[src/rtl/seq_restoring_divider_pkg.sv]
// Shared definitions for the sequential restoring divider.
//   div_state_e   : controller states (IDLE -> CALC -> DONE -> IDLE)
//   DEFAULT_WIDTH : default operand/result width
//   cnt_width()   : bit counter width for a given operand width
package seq_restoring_divider_pkg;

  typedef enum logic [1:0] {
    ST_IDLE = 2'd0,
    ST_CALC = 2'd1,
    ST_DONE = 2'd2
  } div_state_e;

  localparam int unsigned DEFAULT_WIDTH = 4;

  // The counter runs WIDTH-1 down to 0, which always fits in $clog2(WIDTH) bits.
  function automatic int unsigned cnt_width(input int unsigned width);
    return (width < 2) ? 1 : $clog2(width);
  endfunction

endpackage

[src/rtl/seq_restoring_divider_step.sv]
// One restoring-division step (combinational).
//   rem_in  [WIDTH:0]   partial remainder before the step
//   quo_msb             dividend bit shifted into the remainder
//   y       [WIDTH-1:0] divisor
//   rem_out [WIDTH:0]   partial remainder after trial subtract / restore
//   q_bit               resolved quotient bit
module div_step #(
  parameter int unsigned WIDTH = 4
) (
  input  logic [WIDTH:0]   rem_in,
  input  logic             quo_msb,
  input  logic [WIDTH-1:0] y,
  output logic [WIDTH:0]   rem_out,
  output logic             q_bit
);

  logic [WIDTH+1:0] shifted;
  logic [WIDTH+1:0] trial;

  always_comb begin
    shifted = {rem_in, quo_msb};
    // Extra MSB of trial acts as the borrow/sign bit of the subtraction.
    trial   = shifted - {2'b00, y};
    q_bit   = ~trial[WIDTH+1];
    rem_out = q_bit ? trial[WIDTH:0] : shifted[WIDTH:0];
  end

endmodule

[src/rtl/seq_restoring_divider.sv]
// Unsigned multi-cycle restoring divider: x = q*y + r, r < y.
// One quotient bit is resolved per clock; start/done handshake.
//   clk    rising-edge clock
//   rst_n  asynchronous active-low reset
//   start  request, accepted only while busy==0
//   x, y   dividend/divisor, sampled on the accepting edge
//   busy   high whenever the controller is not idle
//   done   one-cycle pulse, q/r/dbz valid
//   q, r   registered quotient / remainder, held until the next result
//   dbz    divide-by-zero flag (q=all-ones, r=x), qualified by done
module seq_restoring_divider
  import seq_restoring_divider_pkg::*;
#(
  parameter int unsigned WIDTH = DEFAULT_WIDTH
) (
  input  logic             clk,
  input  logic             rst_n,
  input  logic             start,
  input  logic [WIDTH-1:0] x,
  input  logic [WIDTH-1:0] y,
  output logic             busy,
  output logic             done,
  output logic [WIDTH-1:0] q,
  output logic [WIDTH-1:0] r,
  output logic             dbz
);

  localparam int unsigned CNT_W = cnt_width(WIDTH);

  div_state_e       state, state_next;
  logic [WIDTH:0]   rem;
  logic [WIDTH-1:0] quo;
  logic [WIDTH-1:0] y_reg;
  logic [CNT_W-1:0] cnt;

  logic [WIDTH:0]   step_rem;
  logic             step_qbit;
  logic [WIDTH-1:0] quo_shifted;

  div_step #(.WIDTH(WIDTH)) u_step (
    .rem_in  (rem),
    .quo_msb (quo[WIDTH-1]),
    .y       (y_reg),
    .rem_out (step_rem),
    .q_bit   (step_qbit)
  );

  assign quo_shifted = {quo[WIDTH-2:0], step_qbit};

  always_ff @(posedge clk or negedge rst_n) begin
    if (!rst_n) state <= ST_IDLE;
    else        state <= state_next;
  end

  always_comb begin
    state_next = state;
    case (state)
      ST_IDLE: if (start) state_next = (y != '0) ? ST_CALC : ST_DONE;
      ST_CALC: if (cnt == '0) state_next = ST_DONE;
      ST_DONE: state_next = ST_IDLE;
      default: state_next = ST_IDLE;
    endcase
  end

  assign busy = (state != ST_IDLE);
  assign done = (state == ST_DONE);

  always_ff @(posedge clk or negedge rst_n) begin
    if (!rst_n) begin
      rem   <= '0;
      quo   <= '0;
      y_reg <= '0;
      cnt   <= '0;
      q     <= '0;
      r     <= '0;
      dbz   <= 1'b0;
    end else begin
      case (state)
        ST_IDLE: begin
          if (start) begin
            y_reg <= y;
            if (y != '0) begin
              rem <= '0;
              quo <= x;
              cnt <= CNT_W'(WIDTH - 1);
            end else begin
              q   <= '1;
              r   <= x;
              dbz <= 1'b1;
            end
          end
        end
        ST_CALC: begin
          rem <= step_rem;
          quo <= quo_shifted;
          if (cnt == '0) begin
            // Final step: publish the freshly resolved bit directly.
            q   <= quo_shifted;
            r   <= step_rem[WIDTH-1:0];
            dbz <= 1'b0;
          end else begin
            cnt <= cnt - CNT_W'(1);
          end
        end
        default: ;
      endcase
    end
  end

endmodule

[config.mk]
export PLATFORM = sky130hd
export DESIGN_NAME = seq_restoring_divider
export DESIGN_NICKNAME = d
export VERILOG_FILES = /design/src/rtl/seq_restoring_divider_pkg.sv /design/src/rtl/seq_restoring_divider_step.sv /design/src/rtl/seq_restoring_divider.sv
export SDC_FILE = /design/constraint.sdc
export NUM_CORES = 1
export LEC_CHECK = 0
export CAP_MARGIN = 20
export CELL_PAD_IN_SITES_DETAIL_PLACEMENT = 1
export CELL_PAD_IN_SITES_GLOBAL_PLACEMENT = 2
export CORE_UTILIZATION = 30
export CTS_CLUSTER_DIAMETER = 80
export DETAILED_ROUTE_END_ITERATION = 10
export MAX_ROUTING_LAYER = met4
export PLACE_DENSITY = 0.76
export SYNTH_ARGS = -nofsm -noshare
export SYNTH_HDL_FRONTEND = slang
export SYNTH_SLANG_ARGS = --single-unit
[constraint.sdc]
create_clock -name clk -period 2.15 [get_ports clk]
set_clock_uncertainty 0.05 [all_clocks]
set_input_delay 0.3225 -clock clk [delete_from_list [all_inputs] [get_ports clk]]
set_output_delay 0.3225 -clock clk [all_outputs]
set_load 0.05 [all_outputs]
Yosys cells after proc, flatten, opt, wreduce, memory -nomap -nowiden
Cells that the tools add are included.

word-level totals
  logic and storage cells = 55
  input port bits = 11
  register bits after elaboration = 26

operators by class
  equality and inequality tests = 7
  $add $sub $neg = 2
  bitwise logic cells = 1
  muxes and demuxes = 27
  reductions and logical operators = 10

operators by type and width
  cell                                                                    count
  4-bit two-way mux                                                       8
  4-bit case mux with 2 select lines                                      3
  5-bit two-way mux                                                       3
  2-bit two-way mux                                                       6
  2-bit != test (second input constant)                                   5
  5-bit case mux with 2 select lines                                      1
  2-bit case mux with 2 select lines                                      2
  4-bit AND reduction                                                     2
  6-bit by 4-bit subtractor with 6-bit output                             1
  2-bit logical NOT                                                       2
  2-bit AND reduction                                                     2
  2-bit nonzero test                                                      2
  4-bit nonzero test                                                      1
  1-bit two-way mux                                                       3
  3-bit AND reduction                                                     1
  2-bit by 1-bit equality test with 1-bit output (second input constant)  1
  2-bit equality test (second input constant)                             1
  1-bit case mux with 2 select lines                                      1
  2-bit by 1-bit subtractor with 2-bit output (second input constant)     1
  1-bit NOT                                                               1

Logic depth before layout (Yosys ltp)
Gate-level depths: netlist of the first run.

  word-level depth = 4
  gate-level depth with buffers = 9
  mapped depth without buffers = 9

Modules after synthesis
A second synthesis of the first run with hierarchy kept.

unflattened totals
  cell total of the unflattened synthesis = 140
  area, all modules = 1,503.9 um^2

by module, submodules not included
  module                 area an instance (um^2)  times used  cells an instance
  seq_restoring_divider  1,159.9                  1           103
  div_step               344.1                    1           37

Worst setup path after synthesis of the first run
Ideal clock, no wire load.

  path kind = register -> register
  start = register rem[2]
  end = register r[3]
  setup slack = -0.041 ns
  period minus slack after synthesis = 2.191 ns
  required time = 2.016 ns
  arrival = 2.057 ns
  stages on the path, launching flop included = 7
  cell sequence = dfrtp_1 ha_1 a211o_1 a2bb2oi_2 o211ai_4 or4_4 a41oi_2

on the way
  word-level cells in the longest chain between the ends = 4

RTL lines
  what                                         RTL line                          RTL
  start, declared                              seq_restoring_divider.sv:31       logic [WIDTH:0] rem;
  start signal, assigned                       seq_restoring_divider.sv:94       rem <= step_rem;
  6-bit by 4-bit subtractor with 6-bit output  seq_restoring_divider_step.sv:23  trial = shifted - {2'b00, y};
  5-bit two-way mux (*)                        seq_restoring_divider_step.sv:25  rem_out = q_bit ? trial[WIDTH:0] : shifted[WIDTH:0];
  4-bit two-way mux (*)                        seq_restoring_divider.sv:96       if (cnt == '0) begin
  4-bit case mux with 2 select lines (*)       seq_restoring_divider.sv:78       case (state)
  end signal, assigned                         seq_restoring_divider.sv:99       r <= step_rem[WIDTH-1:0];
  end, declared                                seq_restoring_divider.sv:24       output logic [WIDTH-1:0] r,

Every way passes the cells marked *; elsewhere a longest branch is shown, timed or not. The select of a mux whose other input is x is not followed.
A chain may end at the register's enable or synchronous reset.

Worst setup path in the final report of the first run
Same ends and word-level chain as after synthesis.

==> key figures, run 1 <==
Die
  • Die extent in y: 69.5 um
  • Initial Utilization: 0.314
  • Die area: 4830 um2
  • # IOs: 22
  • Core Rows: 24
  • Core area: 4350 um2
  • Die Wd: 69.5 um

Timing
  • Setup violators final: 0
  • Minimum clock period: 2100 ps
  • Slew headroom: 0.624
  • Hold Vio Cnt, Final: 0
  • Post-route setup TNS: 0 ps
  • Worst-Margin Slew: 561 ps
  • FMAX: 476 MHz
  • Tcrit/Tclk final: 0.976
  • Final max-slew violation count: 0
  • RSZ-0062 raised after global routing: true

Synth
  • Most common cell in the synthesized netlist: dfrtp_1
  • Ys async rst share: 1.00
  • Top cell type by total area after synthesis: dfrtp_1
  • Synth cell count leaders: 26 x dfrtp_1, 17 x nand2_1, 14 x o21ai_0, 10 x inv_1, 9 x nor2_1
  • Syn nets: 152
  • Number of flops mapped to enable cells by yosys: 0
  • Register bit total from synthesis: 26
  • Synth top area share: 0.476
  • Syn Area/Cell: 10.1 um2
  • Yosys warning count: 0
  • Cells after synthesis: 135
  • Ranking of synthesized cells by area: dfrtp_1 48%, o21ai_0 5.1%, nand2_1 4.7%
  • Netlist cell types: 37
  • Synth Flop Type: dfrtp_1
  • Register area share after synthesis: 0.476
  • Mapped Area: 1370 um2

Run
  • Max-cap viol count: 0

Clocking
  • Sink Count: 26
  • Inserted Clock Buffers: 3
  • Clock Latency Late Sink: 270 ps
  • CTS tree: yes
  • Root Buffer: clkbuf_8
  • CTS H-tree lvls: 1
  • Max clock buf depth: 2
  • Worst-path clk slew: 90 ps

Route
  • Final wirelength: 3670 um
  • Post-route ant nets: 0
  • DRT Pass-1 Iters: 4
  • DRC errors left: 0
  • Vias: 1,145
  • Via density: 5.09
  • Wire per inst: 16.3 um
  • Number of DRC markers in iteration 0: 29

Place
  • Final GP Congestion: 0.774
  • # port buffers: 21
  • DP HPWL: 2850 um

Critical path
  • Worst-path fanout max: 4
  • R2r setup slk: 50 ps
  • CP required: 2300 ps
  • CP Class: register to register
  • Crit. End Element: register
  • Worst Setup Start Kind: register
  • Critical path data arrival time: 2250 ps

Global routing
  • Gr usage total: 0.174
  • Initial antenna violation count: 0
  • Largest net degree at the start of global routing: 27
  • Vias in the first global route: 1,340
  • Overflow left after global routing: 0
  • First-pass GRT wire length: 6440 um

Hold path
  • HP Class: input port to async pin

Cells and area
  • Most flops, register: rem
  • Layout cells sized above 1: 0.208
  • Max reg flops: 5
  • FF/Latch Area: 651 um2
  • # nets final: 191
  • Layout Area Growth over Synthesis: 34.2%
  • Multi-input logic area: 696 um2
  • Ant diodes: 0
  • Fillers: 486

Outcome
  • Outcome: complete, no violations
layer usage:
layer / wire, um / share of wire / track usage
met1: 1550 / 0.42 / 0.191
met2: 1980 / 0.54 / 0.315
met3: 106 / 0.029 / 0.0392
met4: 28 / 0.0076 / 0.0476
met5: 0 / 0 / -
area by class of cell:
type	instances	share of cell area
clock buffer	3	0.0225
multi-input combinational	97	0.379
timing repair buffer	35	0.170
sequential	26	0.354
inverter	11	0.0225
tap	52	0.0354
clock inverter	1	0.0164
worst paths after layout:
path,startpoint,end,cells past startpoint
max,rem[2],r[3],6
min,rst_n,y_reg[1],2
max reg2reg,rem[2],r[3],6
min reg2reg,cnt[0],cnt[0],1
max in group asynchronous,rst_n,r[3],2
min in group clk,cnt[0],cnt[0],1
what timing repair did:
item                       CTS  global route
resized for setup            4             2
pin swaps                    1             2
setup endpoints to repair    2             4
hold buffers                 0             0
buffers inserted             1             0
layout by cell type (no fill, tap or decap), drive strengths merged:
master / instances
a211o: 1
a21boi: 1
a21o: 3
a21oi: 1
a22o: 1
a22oi: 3
a2bb2oi: 1
a31oi: 1
a41oi: 1
buf: 15
bufinv: 1
clkbuf: 3
clkdlybuf4s50: 19
dfrtp: 26
dlygate4sd2: 1
fa: 1
ha: 5
inv: 11
mux2: 3
mux2i: 5
nand2: 17
nand3: 4
nand3b: 3
nor2: 9
nor2b: 3
nor3: 1
nor4: 1
o2111ai: 1
o211ai: 2
o21a: 1
o21ai: 19
o221a: 1
o22a: 3
o22ai: 1
or2: 1
or3: 1
or4: 1
xor2: 1
through the flow:
stage / setup slack [ps] / cells / cell area, um2 / hold slack [ps] / util
floorplan: 39.9 / 135 / 1380 / -23.1 / -
global placement: -44.8 / 220 / 1750 / 430 / 0.401
detailed placement: -116 / 220 / 1750 / 440 / 0.401
CTS: 1.96 / 225 / 1830 / 383 / 0.421
global route: -34.6 / 225 / 1840 / 404 / 0.422
finish: 50.6 / 225 / 1840 / 371 / 0.422
logic make-up (layout without fill, tap and decap cells):
kind of cell	Yosys count	count (layout)	share of synthesized area
AND/OR/NAND/NOR	41	41	0.146
buffers and inverters	12	50	0.0329
XOR/XNOR	1	1	0.00641
multiplexers	8	8	0.0613
flip-flops	26	26	0.476
AO/OA/AOI/OAI	41	41	0.217
adder cells (fa/ha/maj)	6	6	0.0604
critical path, stage by stage (launching register included):
cell and delay (ps):
dfrtp_1 420, ha_4 250, a211o_1 270, a2bb2oi_2 200, o211ai_4 130, or4_4 510, a41oi_2 180
Power of run 1 is left out: the tool's default activity adds up to more than one toggle a clock period on the data nets, which glitch-free logic cannot reach.
==> run 2, diff against run 1 <==
==> constraint.sdc (replaced) <==
create_clock -name clk -period 1.7 [get_ports clk]
set_clock_uncertainty 0.05 [all_clocks]
set_input_delay 0.255 -clock clk [delete_from_list [all_inputs] [get_ports clk]]
set_output_delay 0.255 -clock clk [all_outputs]
set_load 0.02 [all_outputs]
==> key figures, run 2 (synthesized netlist as in run 1, its figures left out) <==
Critical path
  • Worst r2r path cells: 7 (+1)
  • Crit. End Element: register
  • Critical path data arrival time: 2130 ps (-120 ps)
  • Worst path cell trace: inv_2, ha_4, a211o_1, a2bb2oi_4, o211ai_4, or4_4, a41oi_2
  • Max incr delay on CP: 510 ps (about the same)
  • Slowest-stage cell, CP: or4_4
  • Worst-path fanout max: 2 (-2)
  • CP Depth: 7 (+1)
  • CP required: 1840 ps (-460 ps)
  • Reg2reg start: y_reg[3]
  • Crit Reg-Reg Endpoint: r[3]
  • Worst Setup Start Kind: register
  • CP Class: register to register
  • WP buf/inv: 1 (+1)
  • Top delay family on crit path: compound AO/OA/AOI/OAI gates
  • R2r setup slk: -280 ps (-330 ps)

Clocking
  • Sink Count: 26 (unchanged)
  • Max clock buf depth: 2 (unchanged)
  • Root Buffer: clkbuf_8
  • Inserted Clock Buffers: 3 (unchanged)
  • Hold-fix buffers, CTS: 0 (unchanged)
  • CTS H-tree lvls: 1 (unchanged)
  • Clock Latency Late Sink: 270 ps (about the same)
  • CTS tree: yes
  • Worst-path clk slew: 90 ps (about the same)

Die
  • Die area: 4830 um2 (unchanged)
  • Die Wd: 69.5 um (unchanged)
  • Core area: 4350 um2 (unchanged)
  • Core Rows: 24 (unchanged)
  • Die extent in y: 69.5 um (unchanged)
  • Initial Utilization: 0.314 (unchanged)
  • # IOs: 22 (unchanged)

Place
  • Placement Cell Area: 1910 um2 (+9.5%)
  • Inst Count DP: 237 (+7.7%)
  • DP Worst Slack: -345 ps (-229 ps)
  • Final GP Congestion: 0.880 (+14%)
  • # port buffers: 21 (unchanged)
  • DP HPWL: 2970 um (+4.2%)

Timing
  • WHS: 193 ps (-178 ps)
  • Slew headroom: 0.749 (+0.125)
  • FMAX: 504 MHz (+5.8%)
  • Final setup margin: -284 ps (-335 ps)
  • Post-route setup TNS: -1960 ps (-1960 ps)
  • Setup violators final: 12 (+12)
  • Hold Vio Cnt, Final: 0 (unchanged)
  • Tcrit/Tclk final: 1.17 (+0.191)
  • RSZ-0062 raised after global routing: true
  • Final max-slew violation count: 0 (unchanged)
  • Worst-Margin Slew: 373 ps (-188 ps)
  • Minimum clock period: 1980 ps (-115 ps)

Cells and area
  • Most flops, register: rem
  • Ant diodes: 0 (unchanged)
  • Fin util: 0.484 (+0.0626)
  • Max reg flops: 5 (unchanged)
  • Layout cells sized above 1: 0.347 (+0.139)
  • Most frequent cells in the layout: 31 x buf_4, 25 x dfrtp_1, 17 x nand2_1
  • Most common library cell in the layout ignoring fill and taps: buf_4
  • Non-Filler Instances: 245 (+8.9%)
  • # nets final: 211 (+10%)
  • Layout Area Growth over Synthesis: 54.2%
  • Post-route cell area: 2110 um2 (+15%)

Route
  • DRC errors left: 0 (unchanged)
  • Number of DRC markers in iteration 0: 25 (-14%)
  • Vias: 1,250 (+9.2%)
  • DRT Pass-1 Iters: 4 (unchanged)
  • Final wirelength: 3910 um (+6.7%)
  • Via density: 5.10 (+0.26%)
  • Post-route ant nets: 0 (unchanged)
  • Wire per inst: 16.0 um (-2.0%)

Hold path
  • Hold endpoint: y_reg[3]
  • HP Class: input port to register
  • Min-Delay Path Depth: 3
  • Min-Delay Startpoint: y[3]

Power
  • Final Total Pwr: 5.21 mW
  • PwrDens: 2470 nW/um2
  • VDD IR max: 0.000974 V
  • Leakage: 0.964 nW

Global routing
  • Gr usage total: 0.180 (+0.00630)
  • First-pass GRT wire length: 6760 um (+4.8%)
  • Vias in the first global route: 1,386 (+3.4%)
  • Overflow left after global routing: 0 (unchanged)
  • Largest net degree at the start of global routing: 27 (unchanged)
  • Initial antenna violation count: 0 (unchanged)

Outcome
  • Outcome: finished with violations
  • Failing checks: setup timing

Run
  • Max-cap viol count: 0 (unchanged)
-- run 2: layer usage --
layer / vias to the layer above / routed length, um / global-route usage
met1: 626 / 1650 / 0.212
met3: 4 / 96 / 0.0276
met4: 0 / 22 / 0.0340
met2: 20 / 2140 / 0.327
met5: - / 0 / -
li1: 600 / - / -
-- run 2: worst max path at each step --
stage / slack [ps] / from / end
CTS: -310 / y_reg[3] / r[3]
global route: -380 / y_reg[3] / r[3]
finish: -280 / y_reg[3] / r[3]
floorplan: -270 / rem[2] / r[3]
global placement: -350 / y[3] / quo[0]
detailed placement: -340 / y[1] / quo[2]
-- run 2: cell type report --
| type | instances | area (um2) |
|---|---|---|
| Fill cell | 484 | 2250 |
| Clock buffer | 3 | 41.3 |
| Timing Repair Buffer | 55 | 484 |
| Multi-Input combinational cell | 97 | 795 |
| Tap cell | 52 | 65.1 |
| Sequential cell | 26 | 652 |
| Clock inverter | 1 | 30.0 |
| Inverter | 11 | 41.3 |
-- run 2: power breakdown --
group / total (mW) / leakage (nW) / internal [mW] / switching (mW)
Clock: 0.512 / 0.0357 / 0.315 / 0.197
Combinational: 3.54 / 0.624 / 1.86 / 1.68
Sequential: 1.16 / 0.304 / 0.932 / 0.225
Total: 5.21 / 0.964 / 3.11 / 2.10
-- run 2: repair_timing --
action | 4_1_cts | 5_1_grt
hold endpoints to repair | 0 | 0
resized for setup | 7 | 18
setup buffers | 0 | 4
endpoints found under the setup margin | 16 | 21
pin swaps | 0 | 11
-- run 2: worst min-delay path: stages --
cell and delay (ps):
dlymetal6s2s_1 110, nand2_1 60, o21ai_0 60
Note: power is estimated with default switching activity, not from simulation.
